File: src/rtl/rf_scrub_ctrl_if.sv
// rtl/rf_scrub_ctrl_if.sv - pipeline/decoder/writeback signal bundle for the RF scrubber
interface rf_scrub_ctrl_if #(
    parameter int WORD_WIDTH   = 32,
    parameter int RF_ADD_WIDTH = 5
);
    logic                    s_enable_i;
    logic                    s_rf_free_i;
    logic                    s_wb_free_i;
    logic                    s_pipe_we_i;
    logic [RF_ADD_WIDTH-1:0] s_pipe_wadd_i;
    logic                    s_rdata_ce_i;
    logic                    s_rdata_uce_i;
    logic [WORD_WIDTH-1:0]   s_rdata_cor_i;
    logic                    s_rreq_o;
    logic [RF_ADD_WIDTH-1:0] s_radd_o;
    logic                    s_we_o;
    logic [RF_ADD_WIDTH-1:0] s_wadd_o;
    logic [WORD_WIDTH-1:0]   s_wdata_o;
    logic                    s_ce_o;
    logic                    s_uce_o;
    logic [RF_ADD_WIDTH-1:0] s_err_add_o;
    logic                    s_busy_o;

    // scrubber side
    modport slave (
        input  s_enable_i, s_rf_free_i, s_wb_free_i, s_pipe_we_i, s_pipe_wadd_i,
               s_rdata_ce_i, s_rdata_uce_i, s_rdata_cor_i,
        output s_rreq_o, s_radd_o, s_we_o, s_wadd_o, s_wdata_o,
               s_ce_o, s_uce_o, s_err_add_o, s_busy_o
    );

    // pipeline / decoder / CSR side
    modport master (
        output s_enable_i, s_rf_free_i, s_wb_free_i, s_pipe_we_i, s_pipe_wadd_i,
               s_rdata_ce_i, s_rdata_uce_i, s_rdata_cor_i,
        input  s_rreq_o, s_radd_o, s_we_o, s_wadd_o, s_wdata_o,
               s_ce_o, s_uce_o, s_err_add_o, s_busy_o
    );
endinterface

File: src/rtl/rf_scrub_ctrl.sv
// rtl/rf_scrub_ctrl.sv - background register-file ECC scrubber (read, check, correct)
module rf_scrub_ctrl #(
    parameter int INTERVAL     = 64,
    parameter int WORD_WIDTH   = 32,
    parameter int RF_ADD_WIDTH = 5
) (
    input  logic          s_clk_i,
    input  logic          s_rst_i,
    rf_scrub_ctrl_if.slave bus
);
    localparam int CNT_W = (INTERVAL < 1) ? 1 : $clog2(INTERVAL + 1);
    // Reload gives INTERVAL full idle cycles after a finished operation.
    localparam logic [CNT_W-1:0] CNT_RELOAD = CNT_W'(INTERVAL);
    localparam logic [CNT_W-1:0] CNT_RESET  = CNT_W'(INTERVAL - 1);
    localparam logic [RF_ADD_WIDTH-1:0] ADD_FIRST = RF_ADD_WIDTH'(1);

    typedef enum logic [1:0] {ACM_IDLE, ACM_CHECK, ACM_CORRECT} state_t;

    state_t                  state, state_n;
    logic [RF_ADD_WIDTH-1:0] ptr, ptr_n;
    logic [CNT_W-1:0]        cnt, cnt_n;
    logic [WORD_WIDTH-1:0]   data_q, data_n;
    logic [RF_ADD_WIDTH-1:0] err_q, err_n;
    logic                    hazard;
    logic                    done;

    // A pipeline write to the word under scrub makes our copy stale; x0 never matches since ptr>=1.
    assign hazard = bus.s_pipe_we_i && (bus.s_pipe_wadd_i == ptr);

    // State, pointer, interval counter, corrected-data latch and error address registers
    always_ff @(posedge s_clk_i or posedge s_rst_i) begin
        if (s_rst_i) begin
            state  <= ACM_IDLE;
            ptr    <= ADD_FIRST;
            cnt    <= CNT_RESET;
            data_q <= '0;
            err_q  <= '0;
        end else begin
            state  <= state_n;
            ptr    <= ptr_n;
            cnt    <= cnt_n;
            data_q <= data_n;
            err_q  <= err_n;
        end
    end

    // Next-state and output decode; 'done' closes an operation (advance pointer, reload interval)
    always_comb begin
        state_n       = state;
        ptr_n         = ptr;
        cnt_n         = cnt;
        data_n        = data_q;
        err_n         = err_q;
        done          = 1'b0;
        bus.s_rreq_o  = 1'b0;
        bus.s_we_o    = 1'b0;
        bus.s_wadd_o  = '0;
        bus.s_wdata_o = '0;
        bus.s_ce_o    = 1'b0;
        bus.s_uce_o   = 1'b0;

        case (state)
            ACM_IDLE: begin
                if (bus.s_enable_i) begin
                    if (cnt != '0) begin
                        cnt_n = cnt - CNT_W'(1);
                    end else if (bus.s_rf_free_i) begin
                        bus.s_rreq_o = 1'b1;
                        state_n      = ACM_CHECK;
                    end
                end
            end
            ACM_CHECK: begin
                if (hazard) begin
                    done = 1'b1;
                end else if (bus.s_rdata_uce_i) begin
                    bus.s_uce_o = 1'b1;
                    err_n       = ptr;
                    done        = 1'b1;
                end else if (bus.s_rdata_ce_i) begin
                    data_n  = bus.s_rdata_cor_i;
                    state_n = ACM_CORRECT;
                end else begin
                    done = 1'b1;
                end
            end
            ACM_CORRECT: begin
                if (hazard) begin
                    done = 1'b1;
                end else if (bus.s_wb_free_i) begin
                    bus.s_we_o    = 1'b1;
                    bus.s_wadd_o  = ptr;
                    bus.s_wdata_o = data_q;
                    bus.s_ce_o    = 1'b1;
                    err_n         = ptr;
                    done          = 1'b1;
                end
            end
            default: state_n = ACM_IDLE;
        endcase

        if (done) begin
            state_n = ACM_IDLE;
            cnt_n   = CNT_RELOAD;
            ptr_n   = (ptr == '1) ? ADD_FIRST : ptr + ADD_FIRST;
        end
    end

    // The reported address follows ptr in the pulse cycle, then holds the registered value.
    assign bus.s_err_add_o = (bus.s_ce_o || bus.s_uce_o) ? ptr : err_q;
    assign bus.s_radd_o    = ptr;
    assign bus.s_busy_o    = (state != ACM_IDLE);
endmodule

File: src/flat_wrapper.sv
// flat-port wrapper written by rule: the top's interface ports become plain ports
module rf_scrub_ctrl_flat 
#(
    parameter int INTERVAL     = 64,
    parameter int WORD_WIDTH   = 32,
    parameter int RF_ADD_WIDTH = 5
)
  (s_clk_i, s_rst_i, bus_s_enable_i, bus_s_rf_free_i, bus_s_wb_free_i, bus_s_pipe_we_i, bus_s_pipe_wadd_i, bus_s_rdata_ce_i, bus_s_rdata_uce_i, bus_s_rdata_cor_i, bus_s_rreq_o, bus_s_radd_o, bus_s_we_o, bus_s_wadd_o, bus_s_wdata_o, bus_s_ce_o, bus_s_uce_o, bus_s_err_add_o, bus_s_busy_o);
  rf_scrub_ctrl_if #(.WORD_WIDTH(WORD_WIDTH), .RF_ADD_WIDTH(RF_ADD_WIDTH)) bus_i ();
  input  logic s_clk_i;
  input  logic s_rst_i;
  input wire logic [$bits(bus_i.s_enable_i)-1:0] bus_s_enable_i;
  input wire logic [$bits(bus_i.s_rf_free_i)-1:0] bus_s_rf_free_i;
  input wire logic [$bits(bus_i.s_wb_free_i)-1:0] bus_s_wb_free_i;
  input wire logic [$bits(bus_i.s_pipe_we_i)-1:0] bus_s_pipe_we_i;
  input wire logic [$bits(bus_i.s_pipe_wadd_i)-1:0] bus_s_pipe_wadd_i;
  input wire logic [$bits(bus_i.s_rdata_ce_i)-1:0] bus_s_rdata_ce_i;
  input wire logic [$bits(bus_i.s_rdata_uce_i)-1:0] bus_s_rdata_uce_i;
  input wire logic [$bits(bus_i.s_rdata_cor_i)-1:0] bus_s_rdata_cor_i;
  output wire logic [$bits(bus_i.s_rreq_o)-1:0] bus_s_rreq_o;
  output wire logic [$bits(bus_i.s_radd_o)-1:0] bus_s_radd_o;
  output wire logic [$bits(bus_i.s_we_o)-1:0] bus_s_we_o;
  output wire logic [$bits(bus_i.s_wadd_o)-1:0] bus_s_wadd_o;
  output wire logic [$bits(bus_i.s_wdata_o)-1:0] bus_s_wdata_o;
  output wire logic [$bits(bus_i.s_ce_o)-1:0] bus_s_ce_o;
  output wire logic [$bits(bus_i.s_uce_o)-1:0] bus_s_uce_o;
  output wire logic [$bits(bus_i.s_err_add_o)-1:0] bus_s_err_add_o;
  output wire logic [$bits(bus_i.s_busy_o)-1:0] bus_s_busy_o;
  assign bus_i.s_enable_i = bus_s_enable_i;
  assign bus_i.s_rf_free_i = bus_s_rf_free_i;
  assign bus_i.s_wb_free_i = bus_s_wb_free_i;
  assign bus_i.s_pipe_we_i = bus_s_pipe_we_i;
  assign bus_i.s_pipe_wadd_i = bus_s_pipe_wadd_i;
  assign bus_i.s_rdata_ce_i = bus_s_rdata_ce_i;
  assign bus_i.s_rdata_uce_i = bus_s_rdata_uce_i;
  assign bus_i.s_rdata_cor_i = bus_s_rdata_cor_i;
  assign bus_s_rreq_o = bus_i.s_rreq_o;
  assign bus_s_radd_o = bus_i.s_radd_o;
  assign bus_s_we_o = bus_i.s_we_o;
  assign bus_s_wadd_o = bus_i.s_wadd_o;
  assign bus_s_wdata_o = bus_i.s_wdata_o;
  assign bus_s_ce_o = bus_i.s_ce_o;
  assign bus_s_uce_o = bus_i.s_uce_o;
  assign bus_s_err_add_o = bus_i.s_err_add_o;
  assign bus_s_busy_o = bus_i.s_busy_o;
  rf_scrub_ctrl #(.INTERVAL(INTERVAL), .WORD_WIDTH(WORD_WIDTH), .RF_ADD_WIDTH(RF_ADD_WIDTH)) u_core (.s_clk_i(s_clk_i), .s_rst_i(s_rst_i), .bus(bus_i));
endmodule
File: config.mk
export PLATFORM = sky130hd
export DESIGN_NAME = rf_scrub_ctrl_flat
export DESIGN_NICKNAME = d
export VERILOG_FILES = /design/src/rtl/rf_scrub_ctrl_if.sv /design/src/rtl/rf_scrub_ctrl.sv /design/src/flat_wrapper.sv
export SDC_FILE = /design/constraint.sdc
export NUM_CORES = 1
export LEC_CHECK = 0
export CORE_ASPECT_RATIO = 1.2
export CORE_MARGIN = 8
export CORE_UTILIZATION = 41
export CTS_CLUSTER_DIAMETER = 80
export DETAILED_ROUTE_END_ITERATION = 7
export PLACE_DENSITY = 0.84
export SLEW_MARGIN = 20
export SYNTH_ARGS = -nofsm -noshare
export SYNTH_HDL_FRONTEND = slang
export SYNTH_SLANG_ARGS = --single-unit
File: constraint.sdc
create_clock -name s_clk_i -period 2.15 [get_ports s_clk_i]
set_input_delay 0.43 -clock s_clk_i [delete_from_list [all_inputs] [get_ports s_clk_i]]
set_output_delay 0.43 -clock s_clk_i [all_outputs]
set_load 0.03 [all_outputs]
==> run metrics <==
Root Buffer clkbuf_8; crit-path max cell delay 430 ps; CP Cell Sequence xor2_2 -> nor4_4 -> nand3_2 -> buf_6 -> nand2_8 -> buf_6 -> mux2_4 -> buf_6; total global routing overflow 0; vias in the first global route 2335; clk_skew 6.13 ps; Die W 91.3 um; Max VDD drop ~1.1 mV; max cap viols 0; Synth cell types 37; number of hold buffers added after cts 0; post-synthesis cell area 2790 sq um; # port buffers 96; worst hold path type in2async; violated checks negative setup slack; clock latency on the worst-skew pair approximately 300 ps; Layout area overhead 62.4%; # clock sinks 51; number of synthesized flops with an enable pin 0; Final Core Density 0.674; total wire length 7.52 mm; Max Root-Sink Buffers 2; CTS clk-pin slew, worst paths 90 ps; Floorplan Core Area 6730 sq um; Post-Layout Cell Count around 440; fin. max-slew vios 0; status finished with violations; RSZ-0062 raised after global routing yes; Power Density 1260 nW/um^2; post-route clock period utilization 1.18; Num CTS Buffers 5; Hold Worst Slack roughly 490 ps; Slew @ Worst Pin slightly above 400 ps; drt first pass iters 4; DR iter-0 viols 35; drt wl/cell 17.1 um; Setup Crit Path Kind reg2out; setup_tns -14090 ps; Max Freq approximately 0.39 GHz; final net count 405; Final GP Congestion slightly below 0.8; die area 9720 sq um; Placement Rows 33; Post-route DRC 0; sequential cell area fraction in the yosys report 0.460; Chip Height about 110 um; Synth Warn # 0; Rel. slew slack 0.728; antenna diode count 0; CTS tree built; Leak ~2.2 nW; global-route wire length before repair about 12 mm; total track usage 0.152; starting density of the core 0.415; fin crit period 2550 ps; FF-to-FF path depth 8; critical path fanouts, max 5; H-tree levels 2; Synth Net Count 275; hpwl dp ~5.3 mm; final hold vios 0; cells after synthesis approximately 220; DP Cell Count between 400 and 500; initial antenna violation count 0; crit path DAT roughly 2100 ps; via count of the routed design ~2200; Crit. End Element primary output; startpoint types register; Setup violations, final between 40 and 50; CP max-delay cell dfrtp_2; Async SR Flop Fraction 1.00; Synth Flop Type dfrtp_1; flops & latches, synth 51; average size of a mapped cell 12.5 sq um; largest net degree at the start of global routing 52; cell mode on critical path buf_6; Routed Antenna Nets 0; share of cells above drive strength 1 0.548; Top Ports 97; Final Worst Setup Slack -396 ps; WP data required 1720 ps; vias per std cell 4.88
==> repair_timing <==
| item | CTS | global route |
|---|---|---|
| endpoints found under the setup margin | 48 | 46 |
| resized for setup | 131 | 5 |
| buffers inserted | 5 | 3 |
| pin swaps | 8 | 4 |
| gates cloned | 2 | 2 |
==> critical path, delay by kind of cell (launching register included) <==
family                    cells  cell delay (ps)
muxes                         1              290
DFF                           1              430
and+or+nand+nor               3              550
buffers and inverters         3              390
xor gates and xnor gates      1              160
==> state kept, by name (all words and copies together) (netlist names) <==
signal / count
u_core.bus.s_radd_o: 5
u_core.err_q: 5
u_core.data_q: 32
u_core.cnt: 7
u_core.state: 2
==> worst paths after layout <==
kind                                   startpoint            endpoint  slack [ps]
setup / recovery           u_core.bus.s_radd_o[1]  bus_s_err_add_o[3]        -400
max in group asynchronous                 s_rst_i       u_core.cnt[0]        1380
hold reg to reg                 u_core.data_q[27]   u_core.data_q[27]         520
min in group s_clk_i            u_core.data_q[27]   u_core.data_q[27]         520
setup reg to reg           u_core.bus.s_radd_o[1]   u_core.data_q[27]          40
hold / removal                            s_rst_i   u_core.data_q[23]         490
==> cells by family (layout without fill, tap and decap cells) <==
logic type | after synthesis | after routing | synth area share
multiplexers | 44 | 44 | 0.216
adder cells (fa/ha/maj) | 7 | 7 | 0.0314
AO/OA/AOI/OAI | 16 | 16 | 0.0448
AND/OR/NAND/NOR | 77 | 78 | 0.172
XOR/XNOR | 11 | 11 | 0.0345
flip-flops | 51 | 51 | 0.460
buffers and inverters | 17 | 147 | 0.0412
==> final cells by class <==
| cell class | count | area [sq um] |
|---|---|---|
| repair buffers | 132 | 1430 |
| well taps | 87 | 109 |
| clock buffers | 6 | 72.6 |
| fillers | 477 | 2200 |
| inverters | 7 | 26.3 |
| clock inverters | 2 | 60.1 |
| multi-input cells | 156 | 1550 |
| flip-flops and latches | 51 | 1290 |
==> stage by stage <==
step	instance area, sq um	setup slack [ps]	power (W)
final	4530	-396	0.00573
after global routing	4530	-498	0.00606
after CTS	4440	-410	0.00571
after detailed placement	4040	-914	0.00475
after global placement	4040	-871	0.00465
after floorplan	2930	-73.0	0.00377
==> cell usage after synthesis (3+ instances only) <==
master    count  area (sq um)
and2_1       38           238
and3_1        3          18.8
inv_1         7          26.3
nand2_1       5          18.8
nor2_1       12          45.0
ha_1          7          87.6
dfrtp_1      44          1100
dfstp_2       7           184
nand3_1       5          25.0
buf_6         6          67.6
nor2b_1       4          25.0
xor2_1        9          78.8
a21oi_1       3          15.0
mux2_4       29           435
mux2_2       15           169
nand2b_1      4          25.0
==> power breakdown <==
part           leakage (nW)  total, W  internal, W  switching, W
sequential            0.587   0.00177      0.00147      0.000305
combinational          1.50   0.00318      0.00173       0.00145
clock                0.0654  0.000769     0.000465      0.000304
total                  2.15   0.00573      0.00367       0.00206
==> layer usage <==
metal	wire length, um	global-route usage	up-vias	part of all wire
li1	-	-	1012	-
met5	0	0	-	0
met4	76	0.0328	0	0.010
met2	4140	0.285	61	0.55
met1	2960	0.164	1069	0.39
met3	351	0.0423	8	0.047
==> cell usage in the layout (no fill, tap or decap), types with 6 or more instances in the layout <==
master	instances
dfstp_2	7
mux2_2	11
buf_4	23
inv_1	6
ha_1	7
clkdlybuf4s50_1	44
dfrtp_1	40
buf_6	50
nor2_1	12
and2_4	32
mux2_4	33
Power figures use the tool's default switching activity.
